### src/rtl/mux4_rr_arbiter.sv
// ============================================================================
// Module   : mux4_rr_arbiter
// Brief    : Round-robin burst arbiter steering one of four requesters onto a
//            shared valid/ready channel through a 4:1 data mux.
// Revision : 1.0 - initial release
// ============================================================================
`default_nettype none

module mux4_rr_arbiter #(
  parameter int WIDTH     = 8,
  parameter int MAX_BURST = 4
) (
  input  logic             clk,
  input  logic             rst,
  input  logic [3:0]       req,
  input  logic [WIDTH-1:0] d0,
  input  logic [WIDTH-1:0] d1,
  input  logic [WIDTH-1:0] d2,
  input  logic [WIDTH-1:0] d3,
  input  logic             out_ready,
  output logic             out_valid,
  output logic [WIDTH-1:0] out_data,
  output logic [3:0]       gnt,
  output logic [1:0]       sel,
  output logic [3:0]       ack
);

  localparam logic [3:0] c_last = 4'(MAX_BURST - 1);

  typedef enum logic [0:0] {
    S_IDLE  = 1'b0,
    S_GRANT = 1'b1
  } state_t;

  state_t     r_state, w_state_n;
  logic [3:0] r_gnt, w_gnt_n;
  logic [1:0] r_sel, w_sel_n;
  logic [1:0] r_ptr, w_ptr_n;
  logic [3:0] r_bcnt, w_bcnt_n;

  logic       w_xfer;
  logic       w_rel;
  logic [1:0] w_scan_ptr;
  logic [1:0] w_win;

  // Scan from p upward with wrap; the smallest offset from p that is set wins.
  function automatic logic [1:0] f_arb(input logic [3:0] rq, input logic [1:0] p);
    logic [1:0] idx;
    f_arb = p;
    for (int k = 3; k >= 0; k--) begin
      idx = p + 2'(k);
      if (rq[idx]) f_arb = idx;
    end
  endfunction

  always_comb begin
    out_data = '0;
    if (r_gnt != 4'b0000) begin
      case (r_sel)
        2'd0:    out_data = d0;
        2'd1:    out_data = d1;
        2'd2:    out_data = d2;
        default: out_data = d3;
      endcase
    end
  end

  assign out_valid = (r_gnt != 4'b0000) & req[r_sel];
  assign w_xfer    = out_valid & out_ready;
  assign ack       = r_gnt & {4{w_xfer}};
  assign gnt       = r_gnt;
  assign sel       = r_sel;

  assign w_rel      = (r_state == S_GRANT) &
                      (~req[r_sel] | (w_xfer & (r_bcnt == c_last)));
  // On release the old owner drops to lowest priority for the same-edge re-arbitration.
  assign w_scan_ptr = w_rel ? (r_sel + 2'd1) : r_ptr;
  assign w_win      = f_arb(req, w_scan_ptr);

  always_comb begin
    w_state_n = r_state;
    w_gnt_n   = r_gnt;
    w_sel_n   = r_sel;
    w_ptr_n   = r_ptr;
    w_bcnt_n  = r_bcnt;
    case (r_state)
      S_IDLE: begin
        if (req != 4'b0000) begin
          w_gnt_n   = 4'b0001 << w_win;
          w_sel_n   = w_win;
          w_bcnt_n  = 4'd0;
          w_state_n = S_GRANT;
        end
      end
      default: begin
        if (w_rel) begin
          w_ptr_n  = r_sel + 2'd1;
          w_bcnt_n = 4'd0;
          if (req != 4'b0000) begin
            w_gnt_n   = 4'b0001 << w_win;
            w_sel_n   = w_win;
            w_state_n = S_GRANT;
          end else begin
            w_gnt_n   = 4'b0000;
            w_sel_n   = 2'd0;
            w_state_n = S_IDLE;
          end
        end else if (w_xfer) begin
          w_bcnt_n = r_bcnt + 4'd1;
        end
      end
    endcase
  end

  always_ff @(posedge clk or posedge rst) begin
    if (rst) begin
      r_state <= S_IDLE;
      r_gnt   <= 4'b0000;
      r_sel   <= 2'd0;
      r_ptr   <= 2'd0;
      r_bcnt  <= 4'd0;
    end else begin
      r_state <= w_state_n;
      r_gnt   <= w_gnt_n;
      r_sel   <= w_sel_n;
      r_ptr   <= w_ptr_n;
      r_bcnt  <= w_bcnt_n;
    end
  end

endmodule

`default_nettype wire
### config.mk
export PLATFORM = sky130hd
export DESIGN_NAME = mux4_rr_arbiter
export DESIGN_NICKNAME = d
export VERILOG_FILES = /design/src/rtl/mux4_rr_arbiter.sv
export SDC_FILE = /design/constraint.sdc
export NUM_CORES = 1
export LEC_CHECK = 0
export ABC_AREA = 0
export ABC_CLOCK_PERIOD_IN_PS = 2700
export CELL_PAD_IN_SITES_DETAIL_PLACEMENT = 0
export CELL_PAD_IN_SITES_GLOBAL_PLACEMENT = 2
export CORE_MARGIN = 1.5
export CORE_UTILIZATION = 29
export DETAILED_ROUTE_END_ITERATION = 10
export DONT_BUFFER_PORTS = 1
export HOLD_SLACK_MARGIN = 0.02
export PLACE_DENSITY_LB_ADDON = 0.15
export SYNTH_ARGS = -nofsm -noshare
export SYNTH_HDL_FRONTEND = slang
export SYNTH_SLANG_ARGS = --single-unit
### constraint.sdc
create_clock -name clk -period 2.7 [get_ports clk]
set_clock_uncertainty 0.05 [all_clocks]
set_input_delay 0.27 -clock clk [delete_from_list [all_inputs] [get_ports clk]]
set_output_delay 0.27 -clock clk [all_outputs]
set_load 0.02 [all_outputs]
**Word-level counts from Yosys, hierarchy flattened**

Index checks and enable logic that the tools add are counted.

- Order comparisons: 5
- Bitwise gates (word level): 7
- Add/sub/neg operators: 5
- Reduce and logical (&&, ||, !) cells: 6
- Shifts and indexed selects: 1
- Mux-type cells: 32
- Equal/unequal tests: 5

Operators by type and width:

| operator | count |
|---|---|
| 2-to-1 mux 4 bit | 8 |
| case mux 8 bit (3 select lines) | 1 |
| 2-to-1 mux 2 bit | 9 |
| < comparator 2 x 3 -> 1 bit, second input constant | 5 |
| binary-select mux 1 bit (select 2 bit) | 5 |
| 2-to-1 mux 1 bit | 8 |
| 2-to-1 mux 8 bit | 1 |
| nonzero test 4 bit | 2 |
| adder 2 x 1 -> 2 bit, second input constant | 2 |
| adder 2 bit, second input constant | 2 |
| adder 4 x 1 -> 4 bit, second input constant | 1 |
| bitwise AND 1 bit | 4 |
| bitwise AND 4 bit | 1 |
| == test 4 x 2 -> 1 bit, second input constant | 1 |
| AND reduction 2 bit | 2 |
| << shifter 1 x 2 -> 4 bit, first input constant | 1 |
| inequality test 3 x 1 -> 1 bit, second input constant | 1 |
| == test 2 x 1 -> 1 bit, second input constant | 1 |
| == test 2 bit, second input constant | 1 |
| zero test 2 bit | 1 |
| inequality test 2 x 1 -> 1 bit, second input constant | 1 |
| nonzero test 2 bit | 1 |
| inverter 1 bit | 1 |
| bitwise OR 1 bit | 1 |

- Bits in registers: 13
- Output and inout port bits: 19
- Word-level logic and storage cells: 66

**Depth between registers and ports, before layout**

Gate-level depths: netlist of the first run.

- Depth after elaboration: 19
- Gate-level depth with buffers: 10

**Worst setup path before layout of the first run**

No wires, ideal clock.

- Path type: reg2reg
- Start: register r_gnt[3], in the netlist gnt[3]
- End: register r_gnt[1], in the netlist gnt[1]
- Setup time: 0.069 ns
- Data required time: 2.581 ns
- Data arrival time: 2.537 ns
- Slack: 0.044 ns
- Cell stages (with the launch flop): 9
- Clock period less this slack: 2.656 ns
- Path through: dfrtp_1 nor4_1 and3b_2 a221o_1 buf_6 or3_1 a32o_2 a221oi_4 a32o_1

- Word-level cells in the longest chain between the ends: 18
- Elaborated cells between the ends (all ways): 29
- Those cells by class: 3 x add/sub; 1 x eq/ne; 1 x shift; 17 x mux; 5 x bitwise; 2 x reduce/logical

RTL lines:

| element | RTL line | text |
|---|---|---|
| from (decl) | 36 | `logic [3:0] r_gnt, w_gnt_n;` |
| from (signal assigned) | 124 | `r_gnt <= w_gnt_n;` |
| nonzero test 4 bit * | 68 | `assign out_valid = (r_gnt != 4'b0000) & req[r_sel];` |
| bitwise AND 1 bit * | 68 |  |
| bitwise AND 1 bit * | 69 | `assign w_xfer = out_valid & out_ready;` |
| bitwise AND 1 bit * | 75 | `(~req[r_sel] \| (w_xfer & (r_bcnt == c_last)));` |
| bitwise OR 1 bit * | 75 |  |
| bitwise AND 1 bit * | 74 | `assign w_rel = (r_state == S_GRANT) &` |
| 2-to-1 mux 2 bit | -- |  |
| adder 2 bit | 51 | `idx = p + 2'(k);` |
| binary-select mux 1 bit (select 2 bit) | 52 | `if (rq[idx]) f_arb = idx;` |
| 2-to-1 mux 1 bit (not written as such) | 52 |  |
| 2-to-1 mux 2 bit (4 in a row) | 52 |  |
| << shifter 1 x 2 -> 4 bit | 89, 100 |  |
| 2-to-1 mux 4 bit | 99 | `if (req != 4'b0000) begin` |
| 2-to-1 mux 4 bit | 96 | `if (w_rel) begin` |
| 2-to-1 mux 4 bit | 86 | `case (r_state)` |

Every way passes the cells marked *; elsewhere a longest branch is shown, timed or not. The select of a mux whose other input is x is not followed.
A chain may end at the register's enable or synchronous reset.

**Worst setup path after layout of the first run**

- Start: register r_gnt[2], in the netlist gnt[2]
- End: register r_gnt[3], in the netlist gnt[3]

The elaborated chain is that of the path after synthesis.

==> results of run 1 <==
## placed cells by master, fill, tap and decap left out, types with 2 or more instances in the layout
master     n
or3_1      3
nand2_1   13
and3_1     5
inv_1      7
o21ai_0    4
mux2i_1    4
ha_1       4
buf_4     13
nand3_1    3
a222oi_1   8
dfrtp_1   13
o31ai_1    2
nor2_1    21
a21oi_1   10
clkbuf_8   3
a32o_1     3
## flip-flops by register name, indices dropped and copies added, names as in the netlist
| signal | flops |
|---|---|
| r_state | 1 |
| r_ptr | 2 |
| r_bcnt | 4 |
| sel | 2 |
| gnt | 4 |
## critical path, delay by kind of cell, from the launching register on
family | cells | cell delay, ns
flops | 1 | 0.40
simple gates | 3 | 0.89
compound gates | 4 | 1.03
buf+inv | 1 | 0.16
## through the flow
step / power, mW / TNS, ns / utilization / area, um2 / setup slack (ns)
floorplan: 1.20 / 0 / - / 1080 / 0.0444
global placement: 1.50 / 0 / 0.329 / 1200 / 0.0969
detailed placement: 1.50 / 0 / 0.329 / 1200 / 0.0449
CTS: 1.68 / 0 / 0.344 / 1250 / 0.0228
global route: 1.84 / -0.329 / 0.351 / 1280 / -0.0796
finish: 1.69 / 0 / 0.351 / 1280 / 0.0572
## power groups by stage
stage / clock [mW] / combinational, mW / sequential (mW)
2_1_floorplan: 0 / 0.848 / 0.354
3_3_place_gp: 0 / 1.18 / 0.318
3_5_place_dp: 0 / 1.18 / 0.320
4_1_cts: 0.180 / 1.18 / 0.317
5_1_grt: 0.194 / 1.31 / 0.333
6_report: 0.176 / 1.19 / 0.324
## layout make-up
cell class / count / area (um2)
fillers: 386 / 2360
inverters: 8 / 30.0
multi-input cells: 104 / 708
clock buffers: 4 / 45.0
flip-flops and latches: 13 / 325
well taps: 48 / 60.1
repair buffers: 14 / 108
## logic make-up (layout without fill, tap and decap cells)
family	Yosys count	after routing	synth area share
flops	13	13	0.300
simple gates	54	54	0.235
buf+inv	16	26	0.0634
fa+ha+maj	5	5	0.0577
mux	5	5	0.0461
compound gates	40	40	0.298
## synthesized netlist by cell type (all sizes together) (2+ instances only)
cell / n / area share
nand3: 3 / 0.014
and3: 5 / 0.029
or3: 3 / 0.017
a222oi: 8 / 0.074
clkbuf: 6 / 0.021
a32o: 4 / 0.038
nand2: 13 / 0.045
mux2i: 5 / 0.046
nor3b: 2 / 0.014
buf: 2 / 0.015
inv: 8 / 0.028
dfrtp: 13 / 0.30
nor2: 21 / 0.073
o31ai: 2 / 0.014
o21ai: 5 / 0.023
a21oi: 10 / 0.046
ha: 5 / 0.058
## what timing repair did
action,4_1_cts,5_1_grt
setup buffers,0,1
resized for setup,0,4
hold buffers,1,0
endpoints found under the setup margin,0,6
hold endpoints to repair,13,0
## routing by layer
layer / GRT usage / routed length [um] / up-vias
met3: 0.0211 / 198 / 2
met2: 0.275 / 1520 / 65
met5: 0 / 0 / -
met1: 0.177 / 1310 / 519
met4: 0.0452 / 21 / 0
li1: - / - / 524
## worst max-delay path by stage
stage              to      start  cells past startpoint
2_1_floorplan  gnt[1]     gnt[3]                      8
3_3_place_gp   gnt[3]  r_bcnt[1]                      8
3_5_place_dp   gnt[3]     gnt[3]                      7
4_1_cts        gnt[3]     gnt[3]                      7
5_1_grt        gnt[1]     gnt[2]                      7
6_report       gnt[3]     gnt[2]                      8
==> metrics.cfg, run 1 <==
[clocking]
htreeDepth = 1
max-clock-path-buffers = 2
clk_pin_slew_worst_paths_ns = 0.06
clk_latency_ns = 0.24
cts_made_buffers = 3
cts_root_buffer = clkbuf_8
clock_sinks = 13
cts_tree = done

[placement]
finalWeightedCongestion = 0.888
dp_cells = 185
dp_hpwl_mm = 2.43
numPortBuffers = 0

[worst_hold_path]
hp-class = input pin to flop
min-delay-start = req[0]
hold_end = r_state
holdPathStages = 2

[floorplanning]
core_area_um2 = 3630
io_pins = 58
die-area_um2 = 4120
die_x_um = 64.2
rows = 22
die_y_um = 64.2
initial_core_util = 0.299

[setup_path]
cp.arrival_ns = 2.72
reg2reg_depth = 8
r2r_slack_ns = 0.06
slowest_stage = dfrtp_1
end_kind = flop
worstReg2RegEnd = gnt[3]
cp.required_ns = 2.78
crit_type = flop to flop
cp-start-kind = flop
path_cells = nor4_2 -> and3b_2 -> a221o_1 -> buf_4 -> or3_1 -> a31oi_1 -> a221oi_4 -> a32o_1
critPathMaxStageDelay_ns = 0.40
path_max_fanout = 5
rr_startpoint = gnt[2]

[power_and_ir_drop]
p_sw_uw = 869
internal_power_uw = 817
clock_power_share = 0.104
p_sw_frac = 0.515
leakagePower_nw = 0.573
irDropWorstVdd_mv = 0.508
p_seq_frac = 0.192
p_per_area_nw_per_um2 = 1320
p_comb_frac = 0.704

[job]
max_cap_viol_count = 0

[global_routing]
track_usage = 0.149
grt_pass1_wl_mm = 4.84
grt_start_max_net_pins = 17
grt_pass1_vias = 1124
antenna_found_initial = 0
grt_remaining_overflow = 0

[outcome]
status = finished clean

[sta]
worst_hold_slack_ns = 0.181
slew_violations = 0
relSlewSlack = 0.583
max_freq_ghz = 0.378
final-setup-viol-count = 0
period_needed_ns = 2.64
worst_pin_slew_ns = 0.620
period_share = 0.979
rsz0062_at_grt = true
hold_viol = 0

[route]
wire_per_inst_um = 16.0
firstDrtPassIters = 4
routed-via-count = 1110
antenna_left = 0
drt_iter0_drc = 58
drt-vias-per-instance = 5.81
drc = 0
wl_mm = 3.05

[layout]
drive_gt1_frac = 0.168
nNetsFinal = 188
final_cells = 191
num_antenna_cells = 0
syn_to_final_growth_pct = 17.6

[logic_synthesis]
ys_ff_latch = 13
syn-cell-area_um2 = 1080
avgSynthCellArea_um2 = 8.16
ys_seq_area_frac = 0.300
synth-edff-count = 0
synthCells = 133
ys_warn_count = 0
ys.flop_type = dfrtp_1
yosysUniqueCellTypes = 39
synth_fp_nets = 177
async_flop_share = 1.00

(Power assumes the default switching activity.)
==> run 2, diff against run 1 <==
- CELL_PAD_IN_SITES_DETAIL_PLACEMENT: 0 -> default
- CELL_PAD_IN_SITES_GLOBAL_PLACEMENT: 2 -> default
- CORE_UTILIZATION: 29 -> 49
==> metrics.cfg, run 2 (synthesized netlist as in run 1, its figures left out) <==
[floorplanning]
io_pins = 58
die_x_um = 50.1
rows = 16
die_y_um = 50.1
die-area_um2 = 2510
core_area_um2 = 2020
initial_core_util = 0.537

[setup_path]
reg2reg_depth = 8
crit_type = flop to flop
cp.required_ns = 2.86
worstReg2RegEnd = gnt[3]
cp.arrival_ns = 2.84
path_max_fanout = 7
rr_startpoint = r_bcnt[0]
end_kind = flop
cp-start-kind = flop
r2r_slack_ns = 0.02

[clocking]
htreeDepth = 1
cts_made_buffers = 3
cts_tree = done
clock_sinks = 13
clk_latency_ns = 0.28
clk_pin_slew_worst_paths_ns = 0.08
max-clock-path-buffers = 2
cts_root_buffer = clkbuf_4

[worst_hold_path]
holdPathStages = 2
min-delay-start = req[0]
hold_end = r_state
hp-class = input pin to flop

[layout]
utilization = 0.623
nNetsFinal = 190
syn_to_final_growth_pct = 16.1
final_cell_mix = 21 x nor2_1, 15 x buf_4, 13 x nand2_1, 13 x dfrtp_1, 10 x a21oi_1
layout_commonest_cell = nor2_1
final_cells = 172
num_antenna_cells = 0
drive_gt1_frac = 0.193

[route]
firstDrtPassIters = 5
wire_per_inst_um = 15.9
routed-via-count = 1115
dr_wl_met3_um = 152
top_layer = met4
drt_iter0_drc = 76
dr_wl_met2_mm = 1.36
drc = 0
antenna_left = 0
drt-vias-per-instance = 6.48
wl_mm = 2.74
wl_met1_mm = 1.20

[sta]
period_needed_ns = 2.68
period_share = 0.991
relSlewSlack = 0.588
worst_pin_slew_ns = 0.619
slew_violations = 0
setup_slack_ns = 0.0241
hold_viol = 0
max_freq_ghz = 0.374
final-setup-viol-count = 0
rsz0062_at_grt = true
worst_hold_slack_ns = 0.132

[placement]
numPortBuffers = 0
dp_hpwl_mm = 2.10
finalWeightedCongestion = 0.834
dp_cells = 163
pre_cts_ws_ns = -0.0181

[global_routing]
track_usage = 0.240
grt_remaining_overflow = 0
antenna_found_initial = 0
grt_start_max_net_pins = 17
grt_pass1_vias = 1059
grt_pass1_wl_mm = 4.73

[outcome]
status = finished clean

[power_and_ir_drop]
leakagePower_nw = 0.573
irDropWorstVdd_mv = 0.801
p_per_area_nw_per_um2 = 1310

[job]
max_cap_viol_count = 0

[run 2: changes by cell type in the layout (fill, tap and decap cells not counted)]
cell,delta
clkbuf_4,+3
clkbuf_8,-3
buf_4,+2
a221o_1,-1
a221o_2,+1
a31oi_1,-1
a31oi_2,+1
nor3b_2,-1
nor3b_4,+1
[run 2: per-layer routing]
| metal | up-vias | track usage |
|---|---|---|
| li1 | 528 | - |
| met1 | 527 | 0.305 |
| met2 | 56 | 0.414 |
| met3 | 4 | 0.0303 |
| met4 | 0 | 0.0833 |
| met5 | - | 0 |
[run 2: final cells by class]
class | instances | area (um2)
clock buffers | 4 | 26.3
well taps | 27 | 33.8
flip-flops and latches | 13 | 325
fillers | 184 | 762
inverters | 8 | 30.0
repair buffers | 16 | 123
multi-input cells | 104 | 722
[run 2: worst max-delay path, stage by stage (launching register included)]
cell      delay (ns)
dfrtp_1         0.40
ha_2            0.18
nor3b_4         0.15
and3b_2         0.24
a221o_2         0.42
or3_1           0.34
a32o_2          0.27
a221oi_4        0.36
a32o_1          0.21
[run 2: where the power goes]
group / total [mW] / internal [mW] / leakage [nW] / switching [mW]
clock: 0.122 / 0.0573 / 0.0150 / 0.0644
sequential: 0.316 / 0.258 / 0.163 / 0.0580
combinational: 1.22 / 0.476 / 0.395 / 0.739
[run 2: worst max-delay path by stage]
| stage | from | end | slack (ns) |
|---|---|---|---|
| finish | r_bcnt[0] | gnt[3] | 0.02 |
| global route | r_bcnt[1] | gnt[2] | -0.08 |
| CTS | r_bcnt[0] | gnt[3] | -0.01 |
| detailed placement | gnt[3] | gnt[3] | -0.02 |
| global placement | gnt[3] | gnt[3] | 0.06 |
| floorplan | gnt[3] | gnt[1] | 0.04 |
[run 2: metrics by stage]
stage | setup TNS [ns] | total power [mW] | cell area (um2)
2_1_floorplan | 0 | 1.20 | 1080
3_3_place_gp | 0 | 1.43 | 1160
3_5_place_dp | -0.0265 | 1.46 | 1160
4_1_cts | -0.00993 | 1.61 | 1230
5_1_grt | -0.255 | 1.80 | 1260
6_report | 0 | 1.65 | 1260
[run 2: timing repair]
| action | in CTS | in global routing |
|---|---|---|
| gates cloned | 0 | 0 |
| pin swaps | 7 | 6 |
| resized for setup | 2 | 5 |
| hold buffers | 1 | 0 |
| setup buffers | 3 | 1 |
| endpoints found under the hold margin | 13 | 0 |
| setup endpoints to repair | 3 | 6 |
==> run 3, diff against run 2 <==
- CELL_PAD_IN_SITES_DETAIL_PLACEMENT: default -> 0
- CELL_PAD_IN_SITES_GLOBAL_PLACEMENT: default -> 1
- CORE_ASPECT_RATIO: default -> 2
- CORE_UTILIZATION: 49 -> 38
==> metrics.cfg, run 3 (synthesized netlist as in run 1, its figures left out) <==
[route]
firstDrtPassIters = 5
wl_mm = 2.88
drt-vias-per-instance = 6.38
drt_iter0_drc = 53
wire_per_inst_um = 16.4
drc = 0
antenna_left = 0
routed-via-count = 1117

[setup_path]
end_kind = flop
cp.required_ns = 2.82
rr_startpoint = r_bcnt[0]
cp-start-kind = flop
path_max_fanout = 5
worstReg2RegEnd = gnt[3]
crit_type = flop to flop
setup.worst_path.start = r_bcnt[0]
reg2reg_depth = 8
cp.arrival_ns = 2.82
r2r_slack_ns = -0.003

[sta]
final-setup-viol-count = 1
max_freq_ghz = 0.370
slew_violations = 0
relSlewSlack = 0.612
worst_hold_slack_ns = 0.169
period_needed_ns = 2.70
worst_pin_slew_ns = 0.576
hold_viol = 0
setup_slack_ns = -0.00260
rsz0062_at_grt = true
period_share = 1.00

[floorplanning]
die-area_um2 = 3200
die_y_um = 78.6
rows = 27
die_x_um = 40.8
initial_core_util = 0.396
io_pins = 58
core_area_um2 = 2740

[clocking]
max-clock-path-buffers = 2
clk_pin_slew_worst_paths_ns = 0.06
cts_made_buffers = 3
cts_tree = done
clk_latency_ns = 0.24
htreeDepth = 1
cts_root_buffer = clkbuf_8
clock_sinks = 13

[worst_hold_path]
hold_end = r_state
hp-class = input pin to flop
min-delay-start = req[0]
holdPathStages = 2

[placement]
numPortBuffers = 0
dp_hpwl_mm = 2.37
finalWeightedCongestion = 0.785
pre_cts_ws_ns = -0.0472
dp_cells = 166

[layout]
ff_latch_area_um2 = 325
fill_cells = 290
utilization = 0.474
multi_input_area_um2 = 729
num_antenna_cells = 0
drive_gt1_frac = 0.199
syn_to_final_growth_pct = 19.5
final_cells = 175
final_cell_mix = 21 x nor2_1, 16 x buf_4, 13 x nand2_1, 13 x dfrtp_1, 10 x a21oi_1
nNetsFinal = 191
layout_commonest_cell = nor2_1

[global_routing]
antenna_found_initial = 0
track_usage = 0.197
grt_start_max_net_pins = 17
grt_remaining_overflow = 0
grt_pass1_wl_mm = 4.50
grt_pass1_vias = 1084

[power_and_ir_drop]
p_per_area_nw_per_um2 = 1340
irDropWorstVdd_mv = 0.586
power.total_mw = 1.74
leakagePower_nw = 0.592

[outcome]
violations = negative setup slack
status = complete, but fails checks

[job]
max_cap_viol_count = 0

## run 3: report_power, final
part	switching, mW	internal [mW]	leakage, nW
logic	0.750	0.495	0.406
registers	0.0585	0.259	0.163
clock network	0.0700	0.104	0.0228
total	0.879	0.858	0.592
## run 3: worst max path at each step
stage	to	cells after the start	slack [ns]
after CTS	gnt[3]	7	0.005
after global routing	gnt[3]	8	-0.12
final	gnt[3]	8	-0.003
after floorplan	gnt[1]	8	0.04
after detailed placement	gnt[3]	7	-0.05
after global placement	gnt[1]	8	0.05
## run 3: area by class of cell
cell class                 instances  share of cell area
timing repair buffer              17               0.100
clock buffer                       4              0.0347
inverter                           8              0.0232
tap                               29              0.0280
sequential                        13               0.251
multi-input combinational        104               0.563
## run 3: per-stage QoR
| step | instance area (um2) | TNS [ns] |
|---|---|---|
| 4_1_cts | 1240 | 0 |
| 3_5_place_dp | 1170 | -0.0921 |
| 2_1_floorplan | 1080 | 0 |
| 6_report | 1300 | -0.00260 |
| 5_1_grt | 1300 | -0.434 |
| 3_3_place_gp | 1170 | 0 |
## run 3: critical path: stages (launching register included)
cell and delay (ns):
dfrtp_1 0.39, ha_2 0.20, nor3b_2 0.15, and3b_2 0.22, a221o_1 0.39, or3_1 0.37, a32o_2 0.27, a221oi_4 0.38
a32o_1 0.23
## run 3: repair_timing
action,4_1_cts,5_1_grt
setup buffers,0,4
setup endpoints to repair,5,6
pin swaps,1,8
gates resized for setup,2,5
hold endpoints to repair,13,0
hold buffers,1,0
## run 3: metal layers
layer  global-route usage  wire, um
met1                0.196       944
met2                0.369      1740
met3               0.0282       166
met4               0.0600        25
met5                    0         0
